## config.mk

```make
export PLATFORM = sky130hd
export DESIGN_NAME = irq_id_arbiter_hs
export DESIGN_NICKNAME = d
export VERILOG_FILES = /design/src/rtl/irq_id_arbiter_hs.sv
export SDC_FILE = /design/constraint.sdc
export NUM_CORES = 1
export LEC_CHECK = 0
export CAP_MARGIN = 25
export CORE_ASPECT_RATIO = 1.25
export CORE_MARGIN = 2
export CORE_UTILIZATION = 32
export CTS_CLUSTER_SIZE = 28
export DETAILED_ROUTE_END_ITERATION = 8
export MAX_ROUTING_LAYER = met4
export PLACE_DENSITY = 0.64
export SLEW_MARGIN = 20
export SYNTH_ARGS = -nofsm -noshare
export SYNTH_HDL_FRONTEND = slang
export SYNTH_SLANG_ARGS = --single-unit
export TNS_END_PERCENT = 5
```

## constraint.sdc

```tcl
create_clock -name clk_i -period 5.95 [get_ports clk_i]
set_clock_uncertainty 0.05 [all_clocks]
set_input_delay 1.19 -clock clk_i [delete_from_list [all_inputs] [get_ports clk_i]]
set_output_delay 1.19 -clock clk_i [all_outputs]
set_load 0.05 [all_outputs]
```

## src/rtl/irq_id_arbiter_hs.sv

```systemverilog
// Interrupt ID arbiter with a valid/ack handshake toward the core.
// Latches event pulses into a pending buffer and picks one masked line.
// Ports:
//   clk_i, rst_ni  : clock, async active-low reset
//   irq_event_i    : per-line single-cycle event pulses
//   irq_mask_i     : per-line enable (1 = eligible)
//   clear_all_i    : synchronous clear of every pending bit
//   irq_ack_i      : core accepts the presented ID
//   irq_req_o      : an ID is being presented
//   irq_id_o       : presented ID, all-ones when none
//   pending_o      : raw pending buffer
module irq_id_arbiter_hs #(
   parameter int NUM_IRQ  = 64,
   parameter int ID_WIDTH = 8,
   parameter int RR_MODE  = 0
) (
   input  logic                clk_i,
   input  logic                rst_ni,
   input  logic [NUM_IRQ-1:0]  irq_event_i,
   input  logic [NUM_IRQ-1:0]  irq_mask_i,
   input  logic                clear_all_i,
   input  logic                irq_ack_i,
   output logic                irq_req_o,
   output logic [ID_WIDTH-1:0] irq_id_o,
   output logic [NUM_IRQ-1:0]  pending_o
);

   localparam int PTR_W = (NUM_IRQ > 1) ? $clog2(NUM_IRQ) : 1;
   localparam logic [ID_WIDTH-1:0] NO_ID = '1;
   localparam logic [ID_WIDTH-1:0] LAST_ID = ID_WIDTH'(NUM_IRQ - 1);

   typedef enum logic {
      IDLE,
      REQ
   } state_e;

   state_e              state_q, state_d;
   logic [NUM_IRQ-1:0]  pend_q, pend_d;
   logic [NUM_IRQ-1:0]  elig;
   logic [NUM_IRQ-1:0]  id_oh;
   logic [NUM_IRQ-1:0]  ack_clr;
   logic                req_q, req_d;
   logic [ID_WIDTH-1:0] id_q, id_d;
   logic [PTR_W-1:0]    ptr_q, ptr_d;
   logic [ID_WIDTH-1:0] win_lo, win_hi, win_id;
   logic                win_hi_vld;
   logic                sel_masked;

   assign elig = pend_q & irq_mask_i;

   // One-hot of the presented ID; avoids indexing with a wider ID.
   always_comb begin
      id_oh = '0;
      for (int i = 0; i < NUM_IRQ; i++) begin
         id_oh[i] = (id_q == ID_WIDTH'(i));
      end
   end

   assign sel_masked = ~|(id_oh & irq_mask_i);

   // win_lo: lowest eligible line overall.
   // win_hi: lowest eligible line at or above ptr (round-robin only);
   // falling back to win_lo gives the wrap to index 0.
   always_comb begin
      win_lo     = NO_ID;
      win_hi     = NO_ID;
      win_hi_vld = 1'b0;
      for (int i = NUM_IRQ - 1; i >= 0; i--) begin
         if (elig[i]) begin
            win_lo = ID_WIDTH'(i);
            if (RR_MODE != 0 && i >= int'(ptr_q)) begin
               win_hi     = ID_WIDTH'(i);
               win_hi_vld = 1'b1;
            end
         end
      end
      win_id = win_hi_vld ? win_hi : win_lo;
   end

   always_comb begin
      state_d = state_q;
      req_d   = req_q;
      id_d    = id_q;
      ptr_d   = ptr_q;
      ack_clr = '0;
      unique case (state_q)
         IDLE: begin
            if ((|elig) && !clear_all_i) begin
               state_d = REQ;
               req_d   = 1'b1;
               id_d    = win_id;
            end else begin
               req_d = 1'b0;
               id_d  = NO_ID;
            end
         end
         REQ: begin
            if (irq_ack_i) begin
               ack_clr = id_oh;
               state_d = IDLE;
               req_d   = 1'b0;
               id_d    = NO_ID;
               if (id_q == LAST_ID) begin
                  ptr_d = '0;
               end else begin
                  ptr_d = PTR_W'(id_q + ID_WIDTH'(1));
               end
            end else if (sel_masked || clear_all_i) begin
               state_d = IDLE;
               req_d   = 1'b0;
               id_d    = NO_ID;
            end
         end
         default: begin
            state_d = IDLE;
            req_d   = 1'b0;
            id_d    = NO_ID;
         end
      endcase
   end

   // A new event overrides an ack-clear; clear_all overrides everything.
   always_comb begin
      if (clear_all_i) begin
         pend_d = '0;
      end else begin
         pend_d = (pend_q & ~ack_clr) | irq_event_i;
      end
   end

   always_ff @(posedge clk_i or negedge rst_ni) begin
      if (!rst_ni) begin
         state_q <= IDLE;
         pend_q  <= '0;
         req_q   <= 1'b0;
         id_q    <= NO_ID;
         ptr_q   <= '0;
      end else begin
         state_q <= state_d;
         pend_q  <= pend_d;
         req_q   <= req_d;
         id_q    <= id_d;
         ptr_q   <= ptr_d;
      end
   end

   assign irq_req_o = req_q;
   assign irq_id_o  = id_q;
   assign pending_o = pend_q;

endmodule

```

==> results.py <==
metrics = {
    "timing": {
        "min_period_ns": 3.58,
        "setup_violations": 0,
        "fmax_mhz": 279,
        "slew_headroom": 0.296,
        "rsz0062_at_grt": "false",
        "tightest_slew_ns": 1.05,
        "tns_ns": 0,
        "final_hold_viol_count": 0,
        "worst_slack_ns": 2.37,
        "fin_crit_sh": 0.602,
        "slew_violations": 0,
    },
    "placed_design": {
        "dp_hpwl_um": 16200,
        "gp_congestion": 0.993,
        "portBuffers": 204,
        "post-place-ws_ns": 2.31,
    },
    "hold_path": {
        "worstHoldStart": "pending_o[46]",
        "hp-class": "flip-flop to flip-flop",
        "hold_path_end": "pending_o[46]",
        "hold-path-cell-count": 2,
    },
    "setup_path": {
        "rrSetupSlack_ns": 2.64,
        "reg2regPathDepth": 8,
        "cp.required_ns": 4.71,
        "cp_max_fo": 37,
        "slowest_stage": "dfstp_2",
        "r2r_start": "irq_id_o[3]",
        "critical_path_class": "flip-flop to output port",
        "r2r_end": "irq_id_o[1]",
        "critPathCaptureType": "output port",
        "path_buf_inv": 1,
        "slowest_delay_ns": 1.02,
        "cp_top_family": "flip-flops",
        "critPathLaunchType": "flip-flop",
        "crit_chain": "clkdlybuf4s50_1",
        "crit_arrival_ns": 2.34,
    },
    "die": {
        "coreArea_um2": 14800,
        "die_h_um": 141,
        "die-area_um2": 16000,
        "ios": 205,
        "start_util": 0.324,
        "num_rows": 50,
        "die_w_um": 114,
    },
    "logic_synthesis": {
        "synth.distinct_cells": 61,
        "async_flop_share": 1.00,
        "synthFlopType": "dfrtp_1",
        "ys_warn_count": 0,
        "yosysSeqAreaShare": 0.382,
        "synth.area.top_cells": "dfrtp_1, nand2_1, a21oi_1",
        "synth.area.mux_share": 0.0177,
        "synth_xor_area_frac": 0,
        "synth_fa_ha_area_frac": 0,
        "synthSimpleGateAreaFrac": 0.288,
        "syn-cell-area_um2": 4800,
        "yosysTopAreaCell": "dfrtp_1",
        "synth-edff-count": 0,
        "synth_compound_area_frac": 0.270,
        "synth_nets": 725,
        "syn_area_per_cell_um2": 8.09,
        "yosys.area.top_type_share": 0.344,
        "synth-seq-cells": 73,
        "synthCells": 593,
        "synth_top_family_by_area": "simple AND/OR/NAND/NOR gates",
    },
    "cts": {
        "cts_root_buf": "clkbuf_16",
        "cts_hold_buf": 0,
        "post_cts_resized": 0,
        "postCtsSetupBuffers": 0,
        "htreeDepth": 3,
        "cts_buffers": 9,
        "cts.path.max_buffers": 2,
        "clkLatencyLatePin_ns": 0.35,
        "cts.sinks": 73,
        "cts_tree": "built",
        "path_clk_slew_ns": 0.06,
    },
    "drt": {
        "ant_nets": 0,
        "drtIter0Drc": 516,
        "wirelength_um": 21900,
        "vias": 5766,
        "drc": 0,
        "wl_per_cell_um": 22.6,
        "dr.pass1.iters": 5,
        "vias_per_cell": 5.93,
    },
    "layout": {
        "areaGrowthSynthToFinish_pct": 52.9,
        "fin_nets": 918,
        "utilization": 0.495,
        "diodes": 0,
        "drive_gt1_frac": 0.0670,
        "layout_common_cells": "clkdlybuf4s50_1, nand2_1, a21oi_1, nor2_1, dfrtp_1",
        "layout_commonest_cell": "clkdlybuf4s50_1",
    },
    "job": {
        "cap_violations": 0,
    },
    "global_routing": {
        "grt_pass1_vias": 5782,
        "antenna_found_initial": 0,
        "grtUsageTotal": 0.278,
        "grt_max_degree": 74,
        "grt_pass1_wl_um": 33000,
        "gr-total-overflow": 0,
    },
    "power": {
        "leakage_nw": 2.84,
        "max-vdd-ir-drop_uv": 138,
        "p_per_area_nw_per_um2": 244,
        "power_mw": 1.79,
    },
    "outcome": {
        "outcome": "complete, no violations",
    },
}
through the flow:
step / hold WS (ns) / std cells / cell area [µm²]
3_3_place_gp: 0.480 / 955 / 6980
6_report: 0.495 / 973 / 7340
4_1_cts: 0.494 / 972 / 7310
3_5_place_dp: 0.483 / 956 / 6990
2_1_floorplan: 0.510 / 593 / 4800
5_1_grt: 0.529 / 973 / 7340
worst max path at each step:
stage / start / endpoint / cells past startpoint
final: irq_id_o[3] / irq_id_o[3] / 1
after global routing: irq_id_o[0] / irq_id_o[0] / 1
after CTS: irq_id_o[0] / irq_id_o[0] / 1
after detailed placement: irq_mask_i[54] / irq_id_o[0] / 8
after global placement: irq_mask_i[54] / irq_id_o[0] / 8
after floorplan: irq_mask_i[31] / irq_id_o[0] / 6
power breakdown:
group	internal, mW	switching (mW)	total (mW)
clock	0.380	0.227	0.607
combinational	0.234	0.324	0.557
sequential	0.538	0.0866	0.625
routing by layer:
metal	vias to the layer above	track usage	routed length (µm)
li1	2609	-	-
met1	2774	0.348	8850
met2	340	0.452	10700
met3	43	0.0370	1690
met4	0	0.115	714
met5	-	-	0
cells in the mapped netlist, types with 4 or more instances:
master     instances
a22oi_1           38
and4_1             4
buf_4              4
nand3b_1           4
o211ai_1           6
nor2b_1            5
nand3_1           14
nand4_1           16
dfrtp_1           66
nor2_1            70
nor4b_2            4
and4b_1            5
a31oi_1            4
a32oi_1            8
nor3_1             5
o21ai_0           17
clkbuf_1          17
a2bb2oi_1          4
mux2i_1            4
dfstp_2            7
mux2_2             4
nor4_1             4
and2_1             5
buf_2             12
nor4bb_1           5
nand2b_1           7
nand2_1          109
a21oi_1           77
inv_1              9
a32o_1             6
cell type report:
type / count / area, µm²
Clock inverter: 4 / 76.3
Tap cell: 182 / 228
Clock buffer: 12 / 246
Inverter: 9 / 33.8
Fill cell: 1440 / 7490
Sequential cell: 73 / 1840
Multi-Input combinational cell: 477 / 2780
Timing Repair Buffer: 216 / 2140
flip-flops by register name, indices dropped and copies added (netlist names):
name / cells
state_q: 1
irq_req_o: 1
irq_id_o: 7
pending_o: 64
cell families (layout without fill, tap and decap cells):
kind of cell / Yosys count / count (layout)
AND/OR/NAND/NOR: 275 / 275
AO/OA/AOI/OAI: 194 / 194
flip-flops: 73 / 73
buffers and inverters: 43 / 241
multiplexers: 8 / 8
(Power assumes the default switching activity.)
